**config.mk**
```make
export PLATFORM = sky130hd
export DESIGN_NAME = actuator_sequencer
export DESIGN_NICKNAME = d
export VERILOG_FILES = /design/src/rtl/act_seq_pkg.sv /design/src/rtl/act_seq_timer.sv /design/src/rtl/actuator_sequencer.sv
export SDC_FILE = /design/constraint.sdc
export NUM_CORES = 1
export LEC_CHECK = 0
export CORE_MARGIN = 1.5
export CORE_UTILIZATION = 60
export DETAILED_ROUTE_END_ITERATION = 8
export GPL_ROUTABILITY_DRIVEN = 0
export HOLD_SLACK_MARGIN = 0.02
export PLACE_DENSITY_LB_ADDON = 0.25
export SYNTH_ARGS = -nofsm -noshare
export SYNTH_HDL_FRONTEND = slang
export SYNTH_HIERARCHICAL = 1
export SYNTH_SLANG_ARGS = --single-unit
```
**constraint.sdc**
```tcl
create_clock -name clk -period 10.9 [get_ports clk]
set_input_delay 1.635 -clock clk [delete_from_list [all_inputs] [get_ports clk]]
set_output_delay 1.635 -clock clk [all_outputs]
set_load 0.005 [all_outputs]
```
**src/rtl/act_seq_pkg.sv**
```systemverilog
// -----------------------------------------------------------------------------
// act_seq_pkg
// Shared types and constants for the actuator sequencer:
//   state_e         - sequencer states SETTLE, IDLE, RELEASE, INSERT, FAULT
//   FLT_*           - fault_code encodings
//   EN_*            - one-hot enable vectors, bit order {release, insert, reset, alarm}
//   state_enables() - enable vector driven in a given state
// -----------------------------------------------------------------------------
package act_seq_pkg;

  typedef enum logic [2:0] {
    SETTLE  = 3'd0,
    IDLE    = 3'd1,
    RELEASE = 3'd2,
    INSERT  = 3'd3,
    FAULT   = 3'd4
  } state_e;

  localparam logic [1:0] FLT_NONE = 2'd0;
  localparam logic [1:0] FLT_TMO  = 2'd1;
  localparam logic [1:0] FLT_LIM  = 2'd2;
  localparam logic [1:0] FLT_EXT  = 2'd3;

  localparam logic [3:0] EN_RELEASE = 4'b1000;
  localparam logic [3:0] EN_INSERT  = 4'b0100;
  localparam logic [3:0] EN_RESET   = 4'b0010;
  localparam logic [3:0] EN_ALARM   = 4'b0001;

  // A move state in its retry pause cycle drives reset instead of its direction.
  function automatic logic [3:0] state_enables(input state_e st, input logic pause);
    logic [3:0] en;
    case (st)
      RELEASE: en = pause ? EN_RESET : EN_RELEASE;
      INSERT:  en = pause ? EN_RESET : EN_INSERT;
      FAULT:   en = EN_ALARM;
      default: en = EN_RESET;
    endcase
    return en;
  endfunction

endpackage

```
**src/rtl/act_seq_timer.sv**
```systemverilog
// -----------------------------------------------------------------------------
// act_seq_timer
// Clear/enable counter that saturates at MAX and never wraps. Used for both the
// settle interval and the move timeout.
// Ports:
//   clk, rst_n  - clock, asynchronous active-low reset
//   clr         - synchronous clear (wins over en)
//   en          - count enable
//   limit       - cycle count to flag (must be >= 1)
//   tc          - high in the cycle whose increment makes the count reach limit
// -----------------------------------------------------------------------------
module act_seq_timer #(
  parameter int unsigned MAX = 1000,
  parameter int unsigned W   = $clog2(MAX + 1)
) (
  input  logic         clk,
  input  logic         rst_n,
  input  logic         clr,
  input  logic         en,
  input  logic [W-1:0] limit,
  output logic         tc
);

  logic [W-1:0] count_q;
  logic [W-1:0] count_d;

  // Next count: clear, saturating increment, or hold.
  always_comb begin
    if (clr) begin
      count_d = {W{1'b0}};
    end else if (en && (count_q < W'(MAX))) begin
      count_d = count_q + W'(1);
    end else begin
      count_d = count_q;
    end
  end

  // count_q is the number of cycles already spent, so the flag fires on the limit-th cycle.
  assign tc = en && (count_q == (limit - W'(1)));

  // Count register.
  always_ff @(posedge clk or negedge rst_n) begin
    if (!rst_n) begin
      count_q <= {W{1'b0}};
    end else begin
      count_q <= count_d;
    end
  end

endmodule

```
**src/rtl/actuator_sequencer.sv**
```systemverilog
// -----------------------------------------------------------------------------
// actuator_sequencer
// Command-level controller for the release/insert actuator enable stage. Accepts
// one move at a time, drives exactly one of release/insert/reset/alarm, supervises
// moves with limit switches and a timeout, latches faults, and lets scram force
// an insert.
// Ports:
//   clk, rst_n            - clock, asynchronous active-low reset
//   cmd_valid/cmd_dir     - move request (dir 1 = release, 0 = insert)
//   cmd_ready             - request accepted when cmd_valid & cmd_ready
//   scram                 - level, forces insert
//   lim_rel, lim_ins      - end-of-travel limit switches
//   fault_in, fault_clr   - external fault level, fault clear pulse
//   en_release/en_insert/en_reset/en_alarm - one-hot actuator enables
//   busy, done            - move in progress, one-cycle completion pulse
//   fault_code            - 0 none, 1 timeout, 2 both limits, 3 external
// Build option: define ACT_SEQ_RETRY_EN to retry a move once after its first
// timeout (one reset cycle, then the same direction again).
// -----------------------------------------------------------------------------
module actuator_sequencer
  import act_seq_pkg::*;
#(
  parameter int unsigned TIMEOUT_CYCLES = 1000,
  parameter int unsigned SETTLE_CYCLES  = 4
) (
  input  logic       clk,
  input  logic       rst_n,
  input  logic       cmd_valid,
  input  logic       cmd_dir,
  output logic       cmd_ready,
  input  logic       scram,
  input  logic       lim_rel,
  input  logic       lim_ins,
  input  logic       fault_in,
  input  logic       fault_clr,
  output logic       en_release,
  output logic       en_insert,
  output logic       en_reset,
  output logic       en_alarm,
  output logic       busy,
  output logic       done,
  output logic [1:0] fault_code
);

  localparam int unsigned TW = $clog2(TIMEOUT_CYCLES + 1);

  state_e      state_q, state_d;
  logic [1:0]  fault_code_q, fault_code_d;
  logic [3:0]  en_q, en_d;
  logic        busy_q, busy_d;
  logic        cmd_ready_q, cmd_ready_d;
  logic        done_q, done_d;
  logic        pause_s;
  logic        both_lim_s;
  logic        target_lim_s;
  logic        timer_clr_s;
  logic        timer_en_s;
  logic        timer_tc_s;
  logic [TW-1:0] timer_limit_s;
`ifdef ACT_SEQ_RETRY_EN
  logic        pause_q;
  logic        retry_used_q, retry_used_d;
`endif

  assign both_lim_s    = lim_rel && lim_ins;
  assign target_lim_s  = (state_q == RELEASE) ? lim_rel : lim_ins;
  assign timer_en_s    = (state_q != IDLE) && (state_q != FAULT);
  assign timer_limit_s = (state_q == SETTLE) ? TW'(SETTLE_CYCLES) : TW'(TIMEOUT_CYCLES);
`ifdef ACT_SEQ_RETRY_EN
  // Clear into the pause cycle and through it so the retry starts from zero.
  assign timer_clr_s   = (state_d != state_q) || pause_s || pause_q;
`else
  assign timer_clr_s   = (state_d != state_q) || pause_s;
`endif

  act_seq_timer #(
    .MAX (TIMEOUT_CYCLES),
    .W   (TW)
  ) u_timer (
    .clk   (clk),
    .rst_n (rst_n),
    .clr   (timer_clr_s),
    .en    (timer_en_s),
    .limit (timer_limit_s),
    .tc    (timer_tc_s)
  );

  // Next state, fault latch and next registered outputs. Priority: fault > scram > limit > timeout.
  always_comb begin
    state_d      = state_q;
    fault_code_d = fault_code_q;
    done_d       = 1'b0;
    pause_s      = 1'b0;
    if (state_q == FAULT) begin
      if (fault_clr && !fault_in && !both_lim_s) begin
        state_d      = SETTLE;
        fault_code_d = FLT_NONE;
      end else begin
        state_d      = FAULT;
      end
    end else if (fault_in) begin
      state_d      = FAULT;
      fault_code_d = FLT_EXT;
    end else if (both_lim_s) begin
      state_d      = FAULT;
      fault_code_d = FLT_LIM;
    end else begin
      case (state_q)
        SETTLE: begin
          // A scram held through settle takes effect on exit, unless already inserted.
          if (timer_tc_s) begin
            state_d = (scram && !lim_ins) ? INSERT : IDLE;
          end else begin
            state_d = SETTLE;
          end
        end
        IDLE: begin
          if (scram) begin
            state_d = lim_ins ? IDLE : INSERT;
          end else if (cmd_valid && cmd_ready_q) begin
            if (cmd_dir ? lim_rel : lim_ins) begin
              done_d  = 1'b1;
              state_d = IDLE;
            end else begin
              state_d = cmd_dir ? RELEASE : INSERT;
            end
          end else begin
            state_d = IDLE;
          end
        end
        RELEASE, INSERT: begin
          if (scram && (state_q == RELEASE)) begin
            state_d = INSERT;
          end else if (target_lim_s) begin
            state_d = IDLE;
            done_d  = 1'b1;
          end else if (timer_tc_s) begin
`ifdef ACT_SEQ_RETRY_EN
            if (!retry_used_q) begin
              pause_s = 1'b1;
            end else begin
              state_d      = FAULT;
              fault_code_d = FLT_TMO;
            end
`else
            state_d      = FAULT;
            fault_code_d = FLT_TMO;
`endif
          end else begin
            state_d = state_q;
          end
        end
        default: begin
          state_d = SETTLE;
        end
      endcase
    end
`ifdef ACT_SEQ_RETRY_EN
    // The retry allowance belongs to one move; any state change resets it.
    retry_used_d = (state_d == state_q) && (retry_used_q || pause_s);
`endif
    en_d        = state_enables(state_d, pause_s);
    busy_d      = (state_d == RELEASE) || (state_d == INSERT);
    cmd_ready_d = (state_d == IDLE) && !scram;
  end

  // State, fault code and output registers.
  always_ff @(posedge clk or negedge rst_n) begin
    if (!rst_n) begin
      state_q      <= SETTLE;
      fault_code_q <= FLT_NONE;
      en_q         <= EN_RESET;
      busy_q       <= 1'b0;
      cmd_ready_q  <= 1'b0;
      done_q       <= 1'b0;
`ifdef ACT_SEQ_RETRY_EN
      pause_q      <= 1'b0;
      retry_used_q <= 1'b0;
`endif
    end else begin
      state_q      <= state_d;
      fault_code_q <= fault_code_d;
      en_q         <= en_d;
      busy_q       <= busy_d;
      cmd_ready_q  <= cmd_ready_d;
      done_q       <= done_d;
`ifdef ACT_SEQ_RETRY_EN
      pause_q      <= pause_s;
      retry_used_q <= retry_used_d;
`endif
    end
  end

  assign en_release = en_q[3];
  assign en_insert  = en_q[2];
  assign en_reset   = en_q[1];
  assign en_alarm   = en_q[0];
  assign busy       = busy_q;
  assign cmd_ready  = cmd_ready_q;
  assign done       = done_q;
  assign fault_code = fault_code_q;

endmodule

```
==> impl_metrics.py <==
metrics = {
    "layout": {
        "n_fill_cell": 178,
        "ff_latch_area_um2": 552,
        "diodes": 0,
        "layout-drive-gt1-share_pct": 10.5,
        "layout_common_cells": "21 x dfrtp_1, 18 x nor2_1, 17 x clkdlybuf4s50_1",
        "multi_input_comb_area_um2": 1040,
        "final_common_cell": "dfrtp_1",
        "fin_nets": 222,
        "fin_area_um2": 1890,
        "syn_to_final_growth_pct": 15.4,
    },
    "clock_tree": {
        "cts.hold.buffers_added": 0,
        "htreeDepth": 1,
        "ctsResizeCount": 0,
        "tritoncts": "yes",
        "path_clk_slew_ns": 0.13,
        "cts.sink_count": 22,
        "root_buffer": "clkbuf_4",
        "clk_latency_ns": 0.32,
        "cts_buffers": 3,
        "post_cts_buffers": 0,
        "cts.path.max_buffers": 2,
    },
    "power_and_ir_drop": {
        "p_leak_nw": 0.836,
        "ir_worst_vdd_mv": 0.0886,
        "power_density_nw_per_um2": 99.6,
    },
    "yosys": {
        "ys_types": 58,
        "synthMuxAreaShare_pct": 1.30,
        "synth_xor_area_share_pct": 8.03,
        "synth-main-ff-cell": "dfrtp_1",
        "yosysSeqAreaShare_pct": 33.7,
        "synth_seq_cells": 22,
        "synthSimpleGateAreaFrac_pct": 25.9,
        "synth_area_um2": 1640,
        "syn_area_per_cell_um2": 8.94,
        "synth-adder-area-share_pct": 1.53,
        "synth_edf_count": 0,
        "yosysWarnings": 6,
        "synth_compound_area_share_pct": 24.2,
        "synth_top_family_by_area": "simple AND/OR/NAND/NOR gates",
        "syn_inst": 183,
        "synthArstFlopShare_pct": 100,
    },
    "global_route": {
        "grt_first_pass_wirelength_um": 6310,
        "grt-ovfl-total": 0,
        "grt_pass1_vias": 1411,
        "antenna_found_initial": 0,
        "grtUsageTotal_pct": 25.7,
        "grt_max_degree": 26,
    },
    "hold_path": {
        "min_delay_worst_endpoint": "fault_code[0]",
        "whs_path_depth": 1,
        "hold_start": "fault_code[0]",
        "hold_class": "flop to flop",
    },
    "setup_path": {
        "crit_chain": "inv_1, nand2_1, inv_1, or3b_1, nor4_1, a211oi_1, a2111oi_2, a311oi_1, o21ai_2, a21oi_1, or3_1, o2111ai_1, nor2_1, or4b_1, a21oi_1",
        "critPathSlowestCell": "a2111oi_2",
        "cp.arrival_ns": 5.60,
        "crit_type": "flop to flop",
        "r2r_slack_ns": 5.51,
        "cp_max_fo": 25,
        "cp-start-kind": "flop",
        "r2r_cells": 15,
        "startpoint": "state_q[0]",
        "reg2reg_from": "state_q[0]",
        "setup.worst_path.end_class": "flop",
        "required_ns": 11.10,
        "slowest_delay_ns": 0.77,
        "r2r-end": "u_timer/count_q[8]",
    },
    "route": {
        "route.detailed.drc": 0,
        "viasPerCell": 6.25,
        "drtIter0Drc": 75,
        "vias": 1501,
        "drtAntennaViolNets": 0,
        "drt-total-wl_um": 3700,
        "post_drt_wl_per_cell_um": 15.4,
        "dr.pass1.iters": 4,
    },
    "floorplan": {
        "pin_count": 18,
        "die_x_um": 55.2,
        "fp.dieArea_um2": 3050,
        "fp.dieH_um": 55.2,
        "core_area_um2": 2520,
        "start_util_pct": 64.9,
        "std_cell_rows": 18,
    },
    "placed_design": {
        "hpwl_um": 2670,
        "port-buffer-count": 17,
        "dpl-instance-area_um2": 1840,
    },
    "sta": {
        "fin_tns_setup_ns": 0,
        "finClkSkew_ns": 0.00519,
        "hold_violations": 0,
        "drv_slew": 0,
        "grt_setup_unrepaired": "false",
        "fin_crit_ns": 5.39,
        "setup_viol": 0,
        "max_freq_ghz": 0.185,
        "final.period_utilization_pct": 49.5,
        "tightest_slew_ns": 0.972,
        "relSlewSlack_pct": 35.0,
    },
    "run_status": {
        "status": "complete, no violations",
    },
    "job": {
        "maxCapViolations": 0,
    },
}
power by group:
part	switching (mW)	leakage, nW	total, mW	internal, mW
combinational	0.0181	0.518	0.0337	0.0156
clock	0.0275	0.0279	0.0647	0.0372
sequential	0.00428	0.290	0.0896	0.0853
logic make-up after synthesis:
group / Yosys count
AND/OR/NAND/NOR: 76
AO/OA/AOI/OAI: 51
flip-flops: 22
XOR/XNOR: 15
buffers and inverters: 14
adder cells (fa/ha/maj): 2
multiplexers: 2
other: 1
critical path: cells and delay by family, from the launching register on:
family          cells  cell delay (ns)
simple gates        6             2.15
compound gates      7             2.10
buf+inv             2             0.36
flops               1             0.66
layout make-up:
class                           instances  share of cell area, %
Clock buffer                            3                   1.19
Clock inverter                          1                   1.59
Inverter                                9                   1.79
Multi-Input combinational cell        158                   55.2
Timing Repair Buffer                   17                   9.01
Sequential cell                        22                   29.2
Tap cell                               30                   1.99
per-layer routing:
metal	track usage [%]	up-vias	wire length, um
met5	0	-	0
met4	9.76	0	89
met3	5.15	10	242
met2	40.5	79	1770
met1	34.9	693	1600
li1	-	719	-
Yosys cell counts (2+ instances only):
library cell  number  area (um2)
and3_1             6        37.5
nor2_1            18        67.6
o21ai_0            4        20.0
nor3_1             5        25.0
o31ai_1            3        22.5
or4_1              3        22.5
inv_1              9        33.8
nor3b_1            3        22.5
xor2_1            12         105
dfrtp_1           21         526
o21a_1             2        15.0
ha_1               2        25.0
a21oi_1           13        65.1
o2111ai_1          4        35.0
and2_1             2        12.5
clkbuf_8           3        41.3
or2_2              4        25.0
nand3_1            3        15.0
o211a_1            2        20.0
a31oi_1            3        18.8
nor4_1             3        18.8
nand2b_1           4        25.0
o211ai_1           3        22.5
or3b_1             2        17.5
nand2_1           13        48.8
xnor2_1            3        26.3
o21ai_2            2        17.5
how the worst max path moves through the flow:
stage | to | slack [ns] | depth (start not counted)
2_1_floorplan | u_timer/count_q[8] | 6.49 | 16
3_3_place_gp | u_timer/count_q[8] | 5.98 | 15
3_5_place_dp | u_timer/count_q[8] | 5.62 | 15
4_1_cts | u_timer/count_q[8] | 5.56 | 15
5_1_grt | u_timer/count_q[8] | 5.07 | 15
6_report | u_timer/count_q[8] | 5.51 | 15
stage by stage:
stage,setup WS [ns],util (%),std cells,hold WS [ns],power (mW)
detailed placement,5.62,72.8,236,0.487,0.124
CTS,5.56,74.9,240,0.520,0.187
finish,5.51,74.9,240,0.517,0.188
global placement,5.98,72.8,236,0.480,0.122
floorplan,6.49,-,194,0.484,0.111
global route,5.07,74.9,240,0.551,0.196
state kept, by name, summed over array words and instances, names as in the netlist:
name and cells:
busy 1, cmd_ready 1, done 1, en_q 4, fault_code 2, state_q 3
u_timer/count_q 10
Note: power is estimated with default switching activity, not from simulation.
